==> config.mk <==
export PLATFORM = sky130hd
export DESIGN_NAME = ps2_movement_decoder
export DESIGN_NICKNAME = d
export VERILOG_FILES = /design/src/rtl/ps2_movement_decoder.sv
export SDC_FILE = /design/constraint.sdc
export NUM_CORES = 1
export LEC_CHECK = 0
export BUFFER_PORTS_ARGS = -buffer_cell sky130_fd_sc_hd__buf_2
export CORE_ASPECT_RATIO = 1.2
export CORE_MARGIN = 2
export CORE_UTILIZATION = 45
export DETAILED_ROUTE_END_ITERATION = 8
export SLEW_MARGIN = 0
export SYNTH_ARGS = -nofsm -noshare
export SYNTH_HDL_FRONTEND = slang
export SYNTH_SLANG_ARGS = --single-unit
==> constraint.sdc <==
create_clock -name clock -period 2.4 [get_ports clock]
set_input_delay 0.12 -clock clock [delete_from_list [all_inputs] [get_ports clock]]
set_output_delay 0.12 -clock clock [all_outputs]
set_load 0.05 [all_outputs]
==> src/rtl/ps2_movement_decoder.sv <==
// ============================================================================
// ps2_movement_decoder
// ----------------------------------------------------------------------------
// Purpose:
//   Converts the stream of received PS/2 bytes into per-frame movement pulses
//   for the player position/angle update stage. The parser understands make
//   codes, the break prefix (F0) and the extended prefix (E0), and it tracks
//   which movement keys are currently held. An internal tick divider sets the
//   movement rate, so player speed does not depend on the keyboard's
//   typematic repeat rate.
//
//   Each key class (forward, backward, rotate) has two held bits, one for the
//   plain key (W/S/D) and one for the extended arrow key (Up/Down/Right).
//   Keeping them separate means that releasing one key while its partner is
//   still down leaves the class held. Each class also has a pending bit. A make
//   code sets it and a tick clears it. A quick tap that is pressed and released
//   between two ticks therefore still produces one movement step.
//
// Parameters:
//   TICK_DIV  - clock cycles per movement tick (minimum 2)
//   KEY_FWD   - plain forward make code  (extended Up    0x75 is also forward)
//   KEY_BACK  - plain backward make code (extended Down  0x72 is also backward)
//   KEY_ROT   - plain rotate make code   (extended Right 0x74 is also rotate)
//
// Ports:
//   clock          in   system clock
//   reset          in   synchronous, active-high reset
//   scancode       in   [7:0] received PS/2 byte
//   scancode_valid in   one-cycle strobe qualifying scancode
//   forward        out  one-cycle pulse: move forward this tick
//   backward       out  one-cycle pulse: move backward this tick
//   rotate         out  one-cycle pulse: rotate one step this tick
//   keys_held      out  [2:0] {rot, back, fwd} held status (plain OR extended)
//   tick           out  one-cycle movement-tick strobe
// ============================================================================
module ps2_movement_decoder #(
    parameter int unsigned TICK_DIV = 833333,
    parameter logic [7:0]  KEY_FWD  = 8'h1D,
    parameter logic [7:0]  KEY_BACK = 8'h1B,
    parameter logic [7:0]  KEY_ROT  = 8'h23
) (
    input  logic       clock,
    input  logic       reset,
    input  logic [7:0] scancode,
    input  logic       scancode_valid,
    output logic       forward,
    output logic       backward,
    output logic       rotate,
    output logic [2:0] keys_held,
    output logic       tick
);

    // Prefix bytes and the fixed extended arrow-key codes.
    localparam logic [7:0] CODE_EXT   = 8'hE0;
    localparam logic [7:0] CODE_BRK   = 8'hF0;
    localparam logic [7:0] EXT_UP     = 8'h75;
    localparam logic [7:0] EXT_DOWN   = 8'h72;
    localparam logic [7:0] EXT_RIGHT  = 8'h74;

    // Tick counter sizing. The counter runs 0..TICK_DIV-1.
    localparam int unsigned     CNT_W   = (TICK_DIV > 2) ? $clog2(TICK_DIV) : 1;
    localparam logic [CNT_W-1:0] CNT_MAX = CNT_W'(TICK_DIV - 1);

    // Bit positions inside every 3-bit key vector: {rot, back, fwd}.
    localparam int BIT_FWD  = 0;
    localparam int BIT_BACK = 1;
    localparam int BIT_ROT  = 2;

    typedef enum logic [1:0] {
        ST_IDLE    = 2'd0,
        ST_EXT     = 2'd1,
        ST_BRK     = 2'd2,
        ST_EXT_BRK = 2'd3
    } state_t;

    // ------------------------------------------------------------------------
    // Key mapping helpers: one-hot {rot, back, fwd} for a code, 0 if unmapped.
    // ------------------------------------------------------------------------
    function automatic logic [2:0] map_plain(input logic [7:0] code);
        logic [2:0] m;
        m = 3'b000;
        if (code == KEY_FWD)  m[BIT_FWD]  = 1'b1;
        if (code == KEY_BACK) m[BIT_BACK] = 1'b1;
        if (code == KEY_ROT)  m[BIT_ROT]  = 1'b1;
        return m;
    endfunction

    function automatic logic [2:0] map_ext(input logic [7:0] code);
        logic [2:0] m;
        m = 3'b000;
        if (code == EXT_UP)    m[BIT_FWD]  = 1'b1;
        if (code == EXT_DOWN)  m[BIT_BACK] = 1'b1;
        if (code == EXT_RIGHT) m[BIT_ROT]  = 1'b1;
        return m;
    endfunction

    // ------------------------------------------------------------------------
    // Registers
    // ------------------------------------------------------------------------
    state_t           state_q,      state_d;
    logic [CNT_W-1:0] count_q,      count_d;
    logic [2:0]       held_plain_q, held_plain_d;
    logic [2:0]       held_ext_q,   held_ext_d;
    logic [2:0]       pend_q,       pend_d;
    logic             forward_q,    forward_d;
    logic             backward_q,   backward_d;
    logic             rotate_q,     rotate_d;

    // Parser actions produced by the FSM output process.
    logic [2:0] set_plain;
    logic [2:0] set_ext;
    logic [2:0] clr_plain;
    logic [2:0] clr_ext;

    // Effective per-class request seen at the tick.
    logic [2:0] eff;

    // ------------------------------------------------------------------------
    // FSM process 1: state register. A reset mid-sequence discards any
    // pending prefix, so the next byte is parsed from IDLE.
    // ------------------------------------------------------------------------
    always_ff @(posedge clock) begin
        if (reset) begin
            state_q <= ST_IDLE;
        end else begin
            state_q <= state_d;
        end
    end

    // ------------------------------------------------------------------------
    // FSM process 2: next-state logic. Advances only on scancode_valid.
    // ------------------------------------------------------------------------
    always_comb begin
        state_d = state_q;
        if (scancode_valid) begin
            unique case (state_q)
                ST_IDLE: begin
                    if (scancode == CODE_EXT) begin
                        state_d = ST_EXT;
                    end else if (scancode == CODE_BRK) begin
                        state_d = ST_BRK;
                    end else begin
                        state_d = ST_IDLE;
                    end
                end
                ST_EXT: begin
                    // A repeated E0 keeps the extended context alive.
                    if (scancode == CODE_BRK) begin
                        state_d = ST_EXT_BRK;
                    end else if (scancode == CODE_EXT) begin
                        state_d = ST_EXT;
                    end else begin
                        state_d = ST_IDLE;
                    end
                end
                ST_BRK:     state_d = ST_IDLE;
                ST_EXT_BRK: state_d = ST_IDLE;
                default:    state_d = ST_IDLE;
            endcase
        end
    end

    // ------------------------------------------------------------------------
    // FSM process 3: output decode. Turns the current byte into set/clear
    // masks for the plain and extended held bits. Unmapped codes map to zero
    // masks, so they are no-ops.
    // ------------------------------------------------------------------------
    always_comb begin
        set_plain = 3'b000;
        set_ext   = 3'b000;
        clr_plain = 3'b000;
        clr_ext   = 3'b000;
        if (scancode_valid) begin
            unique case (state_q)
                ST_IDLE: begin
                    if ((scancode != CODE_EXT) && (scancode != CODE_BRK)) begin
                        set_plain = map_plain(scancode);
                    end
                end
                ST_EXT: begin
                    if ((scancode != CODE_EXT) && (scancode != CODE_BRK)) begin
                        set_ext = map_ext(scancode);
                    end
                end
                ST_BRK:     clr_plain = map_plain(scancode);
                ST_EXT_BRK: clr_ext   = map_ext(scancode);
                default: begin
                    set_plain = 3'b000;
                end
            endcase
        end
    end

    // ------------------------------------------------------------------------
    // Movement tick divider: free-running 0..TICK_DIV-1, with the strobe in
    // the terminal-count cycle.
    // ------------------------------------------------------------------------
    assign tick = (count_q == CNT_MAX);

    always_comb begin
        if (tick) begin
            count_d = '0;
        end else begin
            count_d = count_q + CNT_W'(1);
        end
    end

    // ------------------------------------------------------------------------
    // Held and pending bits. Typematic repeats re-set bits that are already
    // set, so they are harmless. The tick clears the pending bits before new
    // makes are OR-ed in. A make that lands in the tick cycle therefore
    // survives for the following tick.
    // ------------------------------------------------------------------------
    always_comb begin
        held_plain_d = (held_plain_q | set_plain) & ~clr_plain;
        held_ext_d   = (held_ext_q   | set_ext)   & ~clr_ext;
        pend_d       = (tick ? 3'b000 : pend_q) | set_plain | set_ext;
    end

    // ------------------------------------------------------------------------
    // Pulse generation. The request is taken from register values in the
    // tick cycle, and the registered pulses appear in the following cycle.
    // Forward and backward cancel each other out when both are requested.
    // ------------------------------------------------------------------------
    assign eff = held_plain_q | held_ext_q | pend_q;

    always_comb begin
        forward_d  = 1'b0;
        backward_d = 1'b0;
        rotate_d   = 1'b0;
        if (tick) begin
            forward_d  = eff[BIT_FWD]  & ~eff[BIT_BACK];
            backward_d = eff[BIT_BACK] & ~eff[BIT_FWD];
            rotate_d   = eff[BIT_ROT];
        end
    end

    // ------------------------------------------------------------------------
    // Datapath registers
    // ------------------------------------------------------------------------
    always_ff @(posedge clock) begin
        if (reset) begin
            count_q      <= '0;
            held_plain_q <= 3'b000;
            held_ext_q   <= 3'b000;
            pend_q       <= 3'b000;
            forward_q    <= 1'b0;
            backward_q   <= 1'b0;
            rotate_q     <= 1'b0;
        end else begin
            count_q      <= count_d;
            held_plain_q <= held_plain_d;
            held_ext_q   <= held_ext_d;
            pend_q       <= pend_d;
            forward_q    <= forward_d;
            backward_q   <= backward_d;
            rotate_q     <= rotate_d;
        end
    end

    assign forward   = forward_q;
    assign backward  = backward_q;
    assign rotate    = rotate_q;
    assign keys_held = held_plain_q | held_ext_q;

endmodule

# Yosys cells after proc, flatten, opt, wreduce, memory -nomap -nowiden
# Index checks and enable logic that the tools add are counted.
dict set report totals {
  regBits 34
  input_bits 11
  output_inout_bits 7
  elab_cells 65
}
dict set report classes {
  add_sub_neg 1
  eq_ne 14
  n_mux 22
  bitwise 15
  n_reduce_logical 5
}
# operator count
set op_table {}
lappend op_table {{3-bit 2-to-1 mux} 11}
lappend op_table {{8-bit by 7-bit == test with 1-bit output (second input constant)} 3}
lappend op_table {{20-bit by 1-bit adder with 20-bit output (second input constant)} 1}
lappend op_table {{20-bit == test (second input constant)} 1}
lappend op_table {{3-bit bitwise OR} 6}
lappend op_table {{8-bit by 5-bit == test with 1-bit output (second input constant)} 2}
lappend op_table {{8-bit == test (second input constant)} 2}
lappend op_table {{8-bit inequality test (second input constant)} 2}
lappend op_table {{8-bit by 6-bit == test with 1-bit output (second input constant)} 1}
lappend op_table {{1-bit 2-to-1 mux} 7}
lappend op_table {{3-bit AND} 2}
lappend op_table {{2-bit 2-to-1 mux} 3}
lappend op_table {{3-bit NOT} 2}
lappend op_table {{2-bit case mux with 3 select lines} 1}
lappend op_table {{2-bit OR reduction} 3}
lappend op_table {{2-bit == test (second input constant)} 2}
lappend op_table {{1-bit NOT} 3}
lappend op_table {{1-bit AND} 2}
lappend op_table {{2-bit by 1-bit == test with 1-bit output (second input constant)} 1}
lappend op_table {{2-bit logical NOT} 1}
lappend op_table {{1-bit logical AND} 1}

# Depth between registers and ports, before layout
dict set report logic_depth {
  ltp_word 7
  ltp_mapped 7
  depth_no_buf 6
}

# Least setup slack after synthesis
# Ideal clock, no wire load.
dict set report synth_path {
  kind {register to register}
  start {register count_q[12]}
  end {register count_q[18]}
  setup_ns 0.066
  arrival_time_ns 1.721
  t_required_ns 2.334
  path_slack_ns 0.612
  path_stages_with_launch 5
  path_buffers 0
  synth_period_minus_slack_ns 1.788
  cell_sequence {dfxtp_1 -> nand4_2 -> or4_4 -> or4_4 -> a21oi_2}
}
dict set report synth_via {
  elab_chain_cells 2
  elab_cells_between_ends 3
  cone_classes {1 x add/sub; 1 x eq/ne; 1 x reduce/logical}
}
# element line_no
set synth_rtl {}
lappend synth_rtl {{from (decl)} 101} ;# logic [CNT_W-1:0] count_q, count_d;
lappend synth_rtl {{from (signal assigned)} 251} ;# count_q <= count_d;
lappend synth_rtl {{parallel branches: the longest is 2 deep, another holds 20-bit by 1-bit adder with 20-bit output} --}
# Several ways; the timed one is not identified.
# A chain may end at the register's enable or synchronous reset.

# Worst setup path in the final report
dict set report layout_path {
  start {register count_q[8]}
  end {output port tick}
}
dict set report layout_via {
  elab_chain_cells 1
}
# element line_no
set layout_rtl {}
lappend layout_rtl {{20-bit == test} 198} ;# assign tick = (count_q == CNT_MAX);
lappend layout_rtl {{to (decl)} 50} ;# output logic tick
# Every way passes these cells.

==> impl_metrics.ini <==
[routing]
route.detailed.drc = 0
vias_per_cell = 5.62
ant_nets = 0
drt_iter0_drc = 99
wirelength_um = 3570
drt_first_pass_iters = 4
wl_per_cell_um = 13.8
routed-via-count = 1456

[floorplan]
core-area_um2 = 3600
die_x_um = 59.7
initial_core_util_pct = 46.5
rows = 24
io_pins = 18
die_h_um = 70.8
fp.dieArea_um2 = 4230

[layout]
diodes = 0
drive_gt1_share_pct = 17.3
final_area_um2 = 1900
layout_commonest_cell = dfxtp_1
syn2layout_area_growth_pct = 13.1
layout_common_cells = dfxtp_1, nor2_1, buf_2
fin_nets = 232

[synthesis]
seq_area_frac_synth_pct = 40.6
syn-num-nets = 211
syn_avg_cell_area_um2 = 8.46
ys_warn_count = 0
synthArstFlopShare_pct = 0
synth.area.mux_share_pct = 1.79
synth_fa_ha_area_share_pct = 1.49
synthFlopType = dfxtp_1
synth_edf_count = 0
post_synth_and_or_nand_nor_area_fraction_pct = 35.7
synth_seq_cells = 34
synth_compound_area_share_pct = 9.63
syn-cell-area_um2 = 1680
synthDistinctLibCells = 43
synth_top_family_by_area = simple AND/OR/NAND/NOR gates
synthCells = 198
synth_xor_xnor_area_share_pct = 7.32

[timing]
maxSlewHeadroom_pct = 66.5
final_max_slew_viol_count = 0
skew_ns = 0.00531
fmax_mhz = 446
setup_viol_count_final = 0
period_share_pct = 93.5
fin_setup_tns_ns = 0
fin_ws_ns = 0.156
rsz0062_at_grt = no
fin_hold_ws_ns = 0.185
hold_viol_final = 0
period_minus_slack_ns = 2.24
tightest_slew_ns = 0.496

[power]
ir_worst_vdd_mv = 0.372
powerDensity_nw_per_um2 = 559
power_w = 0.00106
p_leak_nw = 0.647

[placement]
gp_congestion = 0.868
place_ws_ns = 0.469
dp_hpwl_um = 2730
dpl_cell_area_um2 = 1800
io_buffer_count = 17

[clocking]
post_cts_buffers = 0
insertion_delay_ns = 0.28
cts-root-buf = clkbuf_8
cts_tree = done
cts_htree_levels = 2
cts.path.max_buffers = 2
ctsResizeCount = 0
cts_made_buffers = 5
ctsHoldBuffers = 0
path_clk_slew_ns = 0.07
cts.sinks = 34

[hold_path]
hold_end = held_ext_q[0]
worstHoldStart = reset
hold_depth = 2
hold_path.class = primary input to register

[worst_setup_path]
r2r_cells = 4
cp_cell_sequence = nand4_1 -> or4_4 -> or3_4 -> inv_2 -> buf_2
end_kind = primary output
cp_slowest_cell = or4_4
crit_arrival_ns = 2.12
path_max_fanout = 6
slowest_delay_ns = 0.53
worstSetupPathType = register to primary output
regToRegEndpoint = count_q[18]
rrSetupSlack_ns = 0.48
reg2reg_from = count_q[11]
worstPathRequired_ns = 2.28
worstSetupStartpointType = register

[run]
cap_violations = 0

[global_routing]
grt_overflow = 0
grt_pass1_wl_um = 6120
grt_antenna_before_repair = 0
grt_max_degree = 16
grt_usage_pct = 18.5
grt_pass1_vias = 1449

[status]
outcome = complete, no violations
[power breakdown]
| group | switching, W | internal [W] |
|---|---|---|
| sequential | 0.00000587 | 0.000569 |
| clock | 0.000197 | 0.000230 |
| combinational | 0.0000352 | 0.0000222 |
[worst max-delay path, delay by kind of cell (launching register included)]
| kind | cells | cell delay, ns |
|---|---|---|
| buffers and inverters | 2 | 0.30 |
| DFF | 1 | 0.43 |
| and+or+nand+nor | 3 | 1.12 |
[sequential cells by signal, summed over array words and instances, names as in the netlist]
name          cells
held_ext_q        3
held_plain_q      3
count_q          20
backward          1
forward           1
state_q           2
pend_q            3
rotate            1
[metal layers]
metal	up-vias	GRT usage (%)	wire length, um
met1	682	19.5	1500
met3	4	4.94	98
li1	746	-	-
met4	0	7.65	38
met5	-	0	0
met2	24	33.3	1940
[area by class of cell]
type / instances / area [um^2]
clock inverters: 2 / 12.5
fillers: 339 / 1710
inverters: 11 / 41.3
clock buffers: 6 / 82.6
repair buffers: 18 / 92.6
multi-input cells: 149 / 937
flip-flops and latches: 34 / 681
well taps: 39 / 48.8
[metrics by stage]
stage / instances / util (%)
4_1_cts: 259 / 52.6
5_1_grt: 259 / 52.6
3_5_place_dp: 251 / 50.0
6_report: 259 / 52.6
3_3_place_gp: 251 / 50.0
2_1_floorplan: 198 / -
[synth_stat cells (3+ instances only)]
library cell	number	area share [%]
nand2b_1	5	1.9
a21oi_1	7	2.1
nor3_1	9	2.7
or2_2	3	1.1
mux2i_1	3	1.8
or3_1	5	1.9
nand3_1	6	1.8
nor2_1	26	5.8
nor2b_1	4	1.5
dfxtp_1	34	41
inv_1	10	2.2
nand2_1	16	3.6
clkbuf_1	3	0.67
o22ai_1	3	1.1
nand4_1	8	3.0
nor4_1	5	1.9
o21ai_0	4	1.2
or4_1	3	1.3
or4_4	3	2.0
xnor2_1	12	6.3
[logic make-up after synthesis]
family / after synthesis
xor gates and xnor gates: 14
AOI/OAI and AO/OA: 24
muxes: 3
buffers and inverters: 15
adders and majority gates: 2
and+or+nand+nor: 106
DFF: 34
[worst max path at each step]
stage | startpoint | to | slack (ns) | cells past startpoint
after CTS | count_q[8] | tick | 0.15 | 5
after global routing | count_q[8] | tick | 0.08 | 5
after detailed placement | count_q[8] | tick | 0.47 | 5
final | count_q[8] | tick | 0.16 | 5
after floorplan | count_q[12] | count_q[18] | 0.61 | 4
after global placement | count_q[8] | tick | 0.48 | 5
Note: power is estimated with default switching activity, not from simulation.
